$ cat src/rtl/rf_wb_arbiter_pkg.sv
// rf_wb_arbiter_pkg: register-file write port widths shared by the writeback arbiter and its users
package rf_wb_arbiter_pkg;
  localparam int RF_AW = 5;
  localparam int RF_DW = 32;
  localparam int STARVE_W = 4;
endpackage

$ cat src/rtl/rf_wb_arbiter.sv
// rf_wb_arbiter: shares the regfile write port between pipeline WB (priority) and MUL/DIV with a starvation limit
module rf_wb_arbiter
  import rf_wb_arbiter_pkg::*;
#(
  parameter int STARVE_MAX = 4
) (
  input  logic             clk,
  input  logic             resetn,
  input  logic             s0_valid,
  output logic             s0_ready,
  input  logic [RF_AW-1:0] s0_waddr,
  input  logic [RF_DW-1:0] s0_wdata,
  input  logic             s1_valid,
  output logic             s1_ready,
  input  logic [RF_AW-1:0] s1_waddr,
  input  logic [RF_DW-1:0] s1_wdata,
  output logic             rf_we,
  output logic [RF_AW-1:0] rf_waddr,
  output logic [RF_DW-1:0] rf_wdata,
  input  logic [RF_AW-1:0] raddr1,
  input  logic [RF_AW-1:0] raddr2,
  output logic             hit1,
  output logic             hit2
);
  logic [STARVE_W-1:0] r_starve_cnt;
  logic                w_force;
  logic                w_g0;
  logic                w_g1;
  logic [RF_AW-1:0]    w_gaddr;
  logic [RF_DW-1:0]    w_gdata;
  always_comb begin
    w_force  = r_starve_cnt == STARVE_W'(STARVE_MAX);
    w_g1     = resetn && s1_valid && (w_force || !s0_valid);
    w_g0     = resetn && s0_valid && !w_g1;
    w_gaddr  = w_g1 ? s1_waddr : s0_waddr;
    w_gdata  = w_g1 ? s1_wdata : s0_wdata;
    s0_ready = w_g0;
    s1_ready = w_g1;
    hit1     = rf_we && (raddr1 == rf_waddr) && (raddr1 != '0);
    hit2     = rf_we && (raddr2 == rf_waddr) && (raddr2 != '0);
  end
  always_ff @(posedge clk) begin
    if (!resetn) begin
      rf_we        <= 1'b0;
      rf_waddr     <= '0;
      rf_wdata     <= '0;
      r_starve_cnt <= '0;
    end else begin
      // r0 writes are consumed but never reach the regfile
      rf_we        <= (w_g0 || w_g1) && (w_gaddr != '0);
      rf_waddr     <= (w_g0 || w_g1) ? w_gaddr : rf_waddr;
      rf_wdata     <= (w_g0 || w_g1) ? w_gdata : rf_wdata;
      r_starve_cnt <= (!s1_valid || w_g1) ? '0 :
                      w_force ? r_starve_cnt : r_starve_cnt + STARVE_W'(1);
    end
  end
endmodule
$ cat config.mk
export PLATFORM = sky130hd
export DESIGN_NAME = rf_wb_arbiter
export DESIGN_NICKNAME = d
export VERILOG_FILES = /design/src/rtl/rf_wb_arbiter_pkg.sv /design/src/rtl/rf_wb_arbiter.sv
export SDC_FILE = /design/constraint.sdc
export NUM_CORES = 1
export LEC_CHECK = 0
export ABC_AREA = 0
export BUFFER_PORTS_ARGS = -buffer_cell sky130_fd_sc_hd__buf_2
export CAP_MARGIN = 20
export CELL_PAD_IN_SITES_DETAIL_PLACEMENT = 1
export CELL_PAD_IN_SITES_GLOBAL_PLACEMENT = 1
export CORE_UTILIZATION = 32
export CTS_CLUSTER_DIAMETER = 200
export CTS_CLUSTER_SIZE = 14
export DETAILED_ROUTE_END_ITERATION = 6
export PLACE_DENSITY_LB_ADDON = 0.15
export SYNTH_ARGS = -nofsm -noshare
export SYNTH_HDL_FRONTEND = slang
export SYNTH_SLANG_ARGS = --single-unit
$ cat constraint.sdc
create_clock -name clk -period 2.55 [get_ports clk]
set_input_delay 0.255 -clock clk [delete_from_list [all_inputs] [get_ports clk]]
set_output_delay 0.255 -clock clk [all_outputs]
set_load 0.02 [all_outputs]
==> results of run 1 <==
-- cell type report --
type,instances,share of cell area [%]
Multi-Input combinational cell,141,37.6
Clock buffer,5,2.49
Clock inverter,3,1.45
Timing Repair Buffer,132,24.1
Sequential cell,42,30.4
Tap cell,75,3.39
Inverter,4,0.542
-- registers in the layout, indices dropped and copies added, names as in the netlist --
name and count:
rf_waddr 5, r_starve_cnt 4, rf_we 1, rf_wdata 32
-- how the worst max path moves through the flow --
stage	end	cells past startpoint	startpoint	slack, ns
after global routing	s0_ready	5	r_starve_cnt[0]	0.14
final	s0_ready	5	r_starve_cnt[0]	0.29
after detailed placement	s0_ready	5	r_starve_cnt[0]	0.61
after floorplan	hit1	3	rf_waddr[0]	0.83
after global placement	s0_ready	5	r_starve_cnt[0]	0.63
after CTS	s0_ready	5	r_starve_cnt[0]	0.27
-- metrics by stage --
stage,cells,total power [mW]
floorplan,201,0.905
global placement,394,1.04
detailed placement,394,1.05
CTS,402,1.56
global route,402,1.62
finish,402,1.54
-- placed cells by master, fill, tap and decap left out, types with 3 or more instances in the layout --
master / count
dfxtp_1: 42
inv_1: 4
and3b_1: 4
xnor2_1: 9
and3_1: 6
a211oi_1: 4
o21ai_0: 9
a221o_1: 35
and2_1: 30
nand2_1: 17
buf_4: 3
nor2_1: 4
nand3_1: 3
clkbuf_8: 5
buf_2: 129
-- synth_stat cells --
master     number
nand2_1        17
nor4bb_1        1
clkbuf_2        1
nand4_1         1
nor3b_2         1
or4_1           1
a211oi_1        4
and3_1          6
inv_1           4
nor2b_4         1
buf_4           1
a221o_1        35
nand3b_1        2
nor4_1          2
clkbuf_1        3
buf_2           6
a32oi_1         2
and2_1         30
or3_1           2
a21oi_1         1
and4b_1         1
nand3_1         3
buf_6           3
xnor2_1         9
o21ai_0         9
xor2_1          1
a21oi_2         1
nor2_1          4
o2bb2ai_1       1
and3b_1         4
dfxtp_1        42
ha_1            2
-- routing by layer --
layer  GRT usage, %  vias to the layer above
li1               -                     1006
met5              0                        -
met1           24.0                      953
met4           4.29                        0
met3           4.09                        2
met2           30.8                       77
-- where the power goes --
group	total, mW	internal [mW]	switching [mW]
registers	0.729	0.701	0.0280
logic	0.300	0.140	0.160
clock network	0.511	0.288	0.223
-- cells by family (layout without fill, tap and decap cells) --
| family | Yosys count | count (layout) |
|---|---|---|
| XOR/XNOR | 10 | 10 |
| AO/OA/AOI/OAI | 53 | 53 |
| adder cells (fa/ha/maj) | 2 | 2 |
| buffers and inverters | 18 | 144 |
| flip-flops | 42 | 42 |
| AND/OR/NAND/NOR | 76 | 76 |
==> results.py, run 1 <==
metrics = {
    "synthesis": {
        "synthMuxAreaShare_pct": 0,
        "synth-warning-count": 0,
        "syn_inst": 201,
        "yosysSeqAreaShare_pct": 42.6,
        "syn-num-nets": 291,
        "yosys.area_share.simple_pct": 23.0,
        "synthXorXnorAreaFrac_pct": 4.43,
        "avgSynthCellArea_sq_um": 9.83,
        "yosys-top-cells-area": "dfxtp_1 (43%), a221o_1 (18%), and2_1 (9.5%), xnor2_1 (4.0%), nand2_1 (3.2%)",
        "synth_top_family_by_area": "compound AO/OA/AOI/OAI gates",
        "synth_compound_area_share_pct": 23.6,
        "yosys.area_share.adder_pct": 1.27,
        "synth_cell_types": 32,
        "yosys.area.top_type": "dfxtp_1",
        "synth_top_area_share_pct": 42.6,
        "ys_ff_latch": 42,
        "synth_area_sq_um": 1980,
    },
    "worst_setup_path": {
        "crit_type": "flop to output port",
        "cp_cell_sequence": "inv_1 > ha_1 > and4b_1 > nor2b_4 > buf_2",
        "crit_slowest_cell": "nor2b_4",
        "cpLargestDelayFamily": "simple AND/OR/NAND/NOR gates",
        "cp_num_buf_inv": 2,
        "endpoint_kind": "output port",
        "arrival_ns": 2.01,
        "reg2reg_to": "rf_wdata[19]",
        "r2r-start": "r_starve_cnt[0]",
        "crit_fanout": 21,
        "slowest_delay_ns": 0.49,
        "required_ns": 2.30,
        "start_kind": "flop",
        "ff2ff_path_depth": 6,
        "r2r_slack_ns": 0.61,
    },
    "clock_tree": {
        "cts_tree": "built",
        "cts.repair.resized": 0,
        "cts_max_level": 2,
        "clk_latency_ns": 0.29,
        "holdBufCountCts": 0,
        "clock_sinks": 42,
        "cts.root.buffer_cell": "clkbuf_8",
        "clk_pin_slew_ns": 0.08,
        "postCtsSetupBuffers": 0,
        "cts_buffers": 5,
        "clockBufferDepth": 2,
    },
    "drt": {
        "drt-pass1-iter-count": 4,
        "drt_iter0_drc": 53,
        "wl_met2_mm": 2.76,
        "dr_wl_met3_microns": 386,
        "via_per_inst": 5.07,
        "routed.top_layer": "met4",
        "routed_wirelength_mm": 5.91,
        "drc": 0,
        "wl_per_cell_microns": 14.7,
        "wl_met1_mm": 2.74,
        "ant_nets": 0,
        "num_vias": 2038,
    },
    "timing": {
        "final_hold_viol_count": 0,
        "setup-tns-final_ns": 0,
        "slew_violations": 0,
        "fin_hold_ws_ns": 0.181,
        "fin_ws_ns": 0.289,
        "rsz0062_at_grt": "no",
        "post-route-period-util_pct": 88.7,
        "tightest_slew_ns": 0.533,
        "relSlewSlack_pct": 64.4,
        "finalCriticalPeriod_ns": 2.26,
        "finClkSkew_ns": 0.00733,
        "setup_viol": 0,
        "fmaxAchievable_ghz": 0.442,
    },
    "floorplanning": {
        "core-area_sq_um": 5920,
        "rows": 28,
        "fp.dieH_microns": 80.6,
        "die_w_microns": 80.6,
        "io_pins": 130,
        "initial_core_util_pct": 33.4,
        "die_area_sq_um": 6490,
    },
    "place": {
        "gp_congestion": 0.752,
        "pre_cts_ws_ns": 0.606,
        "placed_area_sq_um": 2660,
        "place_hpwl_mm": 4.47,
        "io_buffers": 129,
    },
    "global_routing": {
        "antenna_found_initial": 0,
        "grt_max_degree": 32,
        "grt.total_usage_pct": 18.5,
        "grt_pass1_vias": 2008,
        "grt_pass1_wl_mm": 9.33,
        "overflow": 0,
    },
    "worst_hold_path": {
        "hold_depth": 2,
        "hold_path_end": "rf_wdata[10]",
        "worst_hold_path_type": "input port to flop",
        "hp-start": "s0_wdata[10]",
    },
    "cells_and_area": {
        "drive_gt1_share_pct": 44.0,
        "syn2layout_area_growth_pct": 40.2,
        "fin_nets": 416,
        "finalInstanceArea_sq_um": 2770,
        "regArea_sq_um": 841,
        "fin_util_pct": 46.8,
        "antenna_cells": 0,
        "fill_cells": 725,
        "multi_input_area_sq_um": 1040,
    },
    "run": {
        "maxCapViolCount": 0,
    },
    "status": {
        "outcome": "finished, final reports clean",
    },
    "power_and_ir_drop": {
        "vdd_drop_max_mv": 0.274,
        "p_leak_nw": 1.38,
        "power.density_nw_per_um2": 556,
    },
}
Note: power is estimated with default switching activity, not from simulation.
==> run 2, diff against run 1 <==
--- a/config.mk
+++ b/config.mk
@@ -14,7 +14,9 @@
 export CTS_CLUSTER_DIAMETER = 200
 export CTS_CLUSTER_SIZE = 14
 export DETAILED_ROUTE_END_ITERATION = 6
+export GPL_TIMING_DRIVEN = 0
 export PLACE_DENSITY_LB_ADDON = 0.15
+export SKIP_CTS_REPAIR_TIMING = 1
 export SYNTH_ARGS = -nofsm -noshare
 export SYNTH_HDL_FRONTEND = slang
 export SYNTH_SLANG_ARGS = --single-unit
==> run 2 against run 1 <==
Register-to-register slack improved by 0.18 ns. Cell count rose by 2.7%. Fmax rose by 1.0%. Die area did not move. Final area rose by 1.4%. Global-route usage rose by 0.65 points. Non-clock buffer count rose by 11. Core utilization rose by 0.68 points. First-iteration DRC count fell by 19%.
==> results.py, run 2 (synthesized netlist as in run 1, its figures left out) <==
metrics = {
    "clock_tree": {
        "clockBufferDepth": 2,
        "clk_pin_slew_ns": 0.10,
        "cts.root.buffer_cell": "clkbuf_8",
        "cts_buffers": 5,
        "clk_latency_ns": 0.30,
        "clock_sinks": 42,
        "cts_tree": "built",
        "cts_max_level": 2,
    },
    "global_routing": {
        "overflow": 0,
        "grt_max_degree": 16,
        "grt_pass1_wl_mm": 9.62,
        "grt.total_usage_pct": 19.1,
        "antenna_found_initial": 0,
        "grt_pass1_vias": 2063,
    },
    "run": {
        "maxCapViolCount": 0,
    },
    "floorplanning": {
        "rows": 28,
        "die_area_sq_um": 6490,
        "initial_core_util_pct": 33.4,
        "die_w_microns": 80.6,
        "core-area_sq_um": 5920,
        "fp.dieH_microns": 80.6,
        "io_pins": 130,
    },
    "place": {
        "gp_congestion": 0.778,
        "io_buffers": 129,
        "place_hpwl_mm": 4.79,
        "pre_cts_ws_ns": 0.628,
        "placed_area_sq_um": 2720,
    },
    "cells_and_area": {
        "largest_reg_flops": 32,
        "largest_registers": "rf_wdata x32, rf_waddr x5, r_starve_cnt x4",
        "regArea_sq_um": 841,
        "multi_input_area_sq_um": 1030,
        "finalInstanceArea_sq_um": 2810,
        "top_register": "rf_wdata",
        "drive_gt1_share_pct": 44.7,
        "fin_nets": 427,
        "final_cell_mix": "buf_2 (135), dfxtp_1 (42), a221o_1 (35)",
        "fill_cells": 739,
        "antenna_cells": 0,
        "final_common_cell": "buf_2",
        "syn2layout_area_growth_pct": 42.2,
    },
    "timing": {
        "final_hold_viol_count": 0,
        "finClkSkew_ns": 0.00924,
        "fin_ws_ns": 0.312,
        "tightest_slew_ns": 0.587,
        "slew_violations": 0,
        "setup_viol": 0,
        "finalCriticalPeriod_ns": 2.24,
        "rsz0062_at_grt": "no",
        "post-route-period-util_pct": 87.8,
        "relSlewSlack_pct": 60.7,
        "setup-tns-final_ns": 0,
        "fmaxAchievable_ghz": 0.447,
    },
    "worst_setup_path": {
        "cpLargestDelayFamily": "buffers and inverters",
        "arrival_ns": 1.98,
        "path_common_cell": "buf_2",
        "crit_type": "flop to output port",
        "cp_cell_sequence": "inv_1 > ha_1 > nand3b_1 > a21oi_1 > buf_2 > buf_2",
        "start_kind": "flop",
        "slowest_delay_ns": 0.39,
        "required_ns": 2.30,
        "crit_slowest_cell": "a21oi_1",
        "endpoint_kind": "output port",
        "cp_num_buf_inv": 3,
        "crit_fanout": 10,
    },
    "drt": {
        "drt-pass1-iter-count": 4,
        "wl_per_cell_microns": 15.0,
        "drt_iter0_drc": 43,
        "routed_wirelength_mm": 6.20,
        "via_per_inst": 5.04,
        "ant_nets": 0,
        "num_vias": 2080,
        "drc": 0,
    },
    "worst_hold_path": {
        "worst_hold_path_type": "input port to flop",
    },
    "status": {
        "outcome": "finished, final reports clean",
    },
    "power_and_ir_drop": {
        "power.density_nw_per_um2": 533,
        "p_leak_nw": 1.41,
        "vdd_drop_max_mv": 0.238,
    },
}
==> run 2: cell count changes in the layout (fill, tap and decap cells not counted), sizes merged <==
cell,change
clkbuf,+4
buf,+7
bufinv,-1
clkinv,-1
inv,+1
clkinvlp,+1
==> run 2: where the power goes <==
part	switching (mW)	internal, mW	total [mW]	leakage, nW
registers	0.0270	0.701	0.728	0.348
logic	0.164	0.146	0.309	1.01
clock network	0.262	0.198	0.460	0.0447
==> run 2: through the flow <==
| stage | hold WS, ns | utilization (%) | power, mW | std cells |
|---|---|---|---|---|
| finish | 0.163 | 47.4 | 1.50 | 413 |
| global route | 0.150 | 47.4 | 1.58 | 413 |
| CTS | 0.160 | 47.4 | 1.52 | 413 |
| detailed placement | 0.457 | 45.9 | 1.06 | 405 |
| global placement | 0.449 | 45.9 | 1.05 | 405 |
| floorplan | 0.393 | - | 0.905 | 201 |
==> run 2: path summary, 6_finish.rpt <==
kind	from	endpoint	slack [ns]	cells after the start
setup reg to reg	r_starve_cnt[0]	rf_wdata[0]	0.79	6
hold reg to reg	r_starve_cnt[0]	r_starve_cnt[0]	0.48	1
setup / recovery	r_starve_cnt[0]	s1_ready	0.31	6
hold / removal	s0_wdata[25]	rf_wdata[25]	0.16	2
==> run 2: final cells by class <==
type                    instances  share of cell area (%)
plain buffers                  14                    3.12
flip-flops and latches         42                    29.9
repair buffers                129                    23.0
clock buffers                   5                    2.45
clock inverters                 3                   0.891
well taps                      75                    3.34
multi-input cells             141                    36.7
inverters                       4                   0.535
==> run 2: metal layers <==
layer / GRT usage (%) / part of all wire, % / up-vias
li1: - / - / 1024
met1: 24.5 / 46 / 972
met2: 31.4 / 46 / 78
met3: 5.68 / 7.5 / 6
met4: 4.29 / 0.73 / 0
met5: 0 / 0 / -
==> run 2: worst reg2reg max path, stage by stage, from the launching register on <==
cell and delay, ns:
dfxtp_1 0.39, inv_1 0.06, ha_1 0.22, nand3b_1 0.21, a21oi_1 0.19, buf_2 0.23
a221o_1 0.37
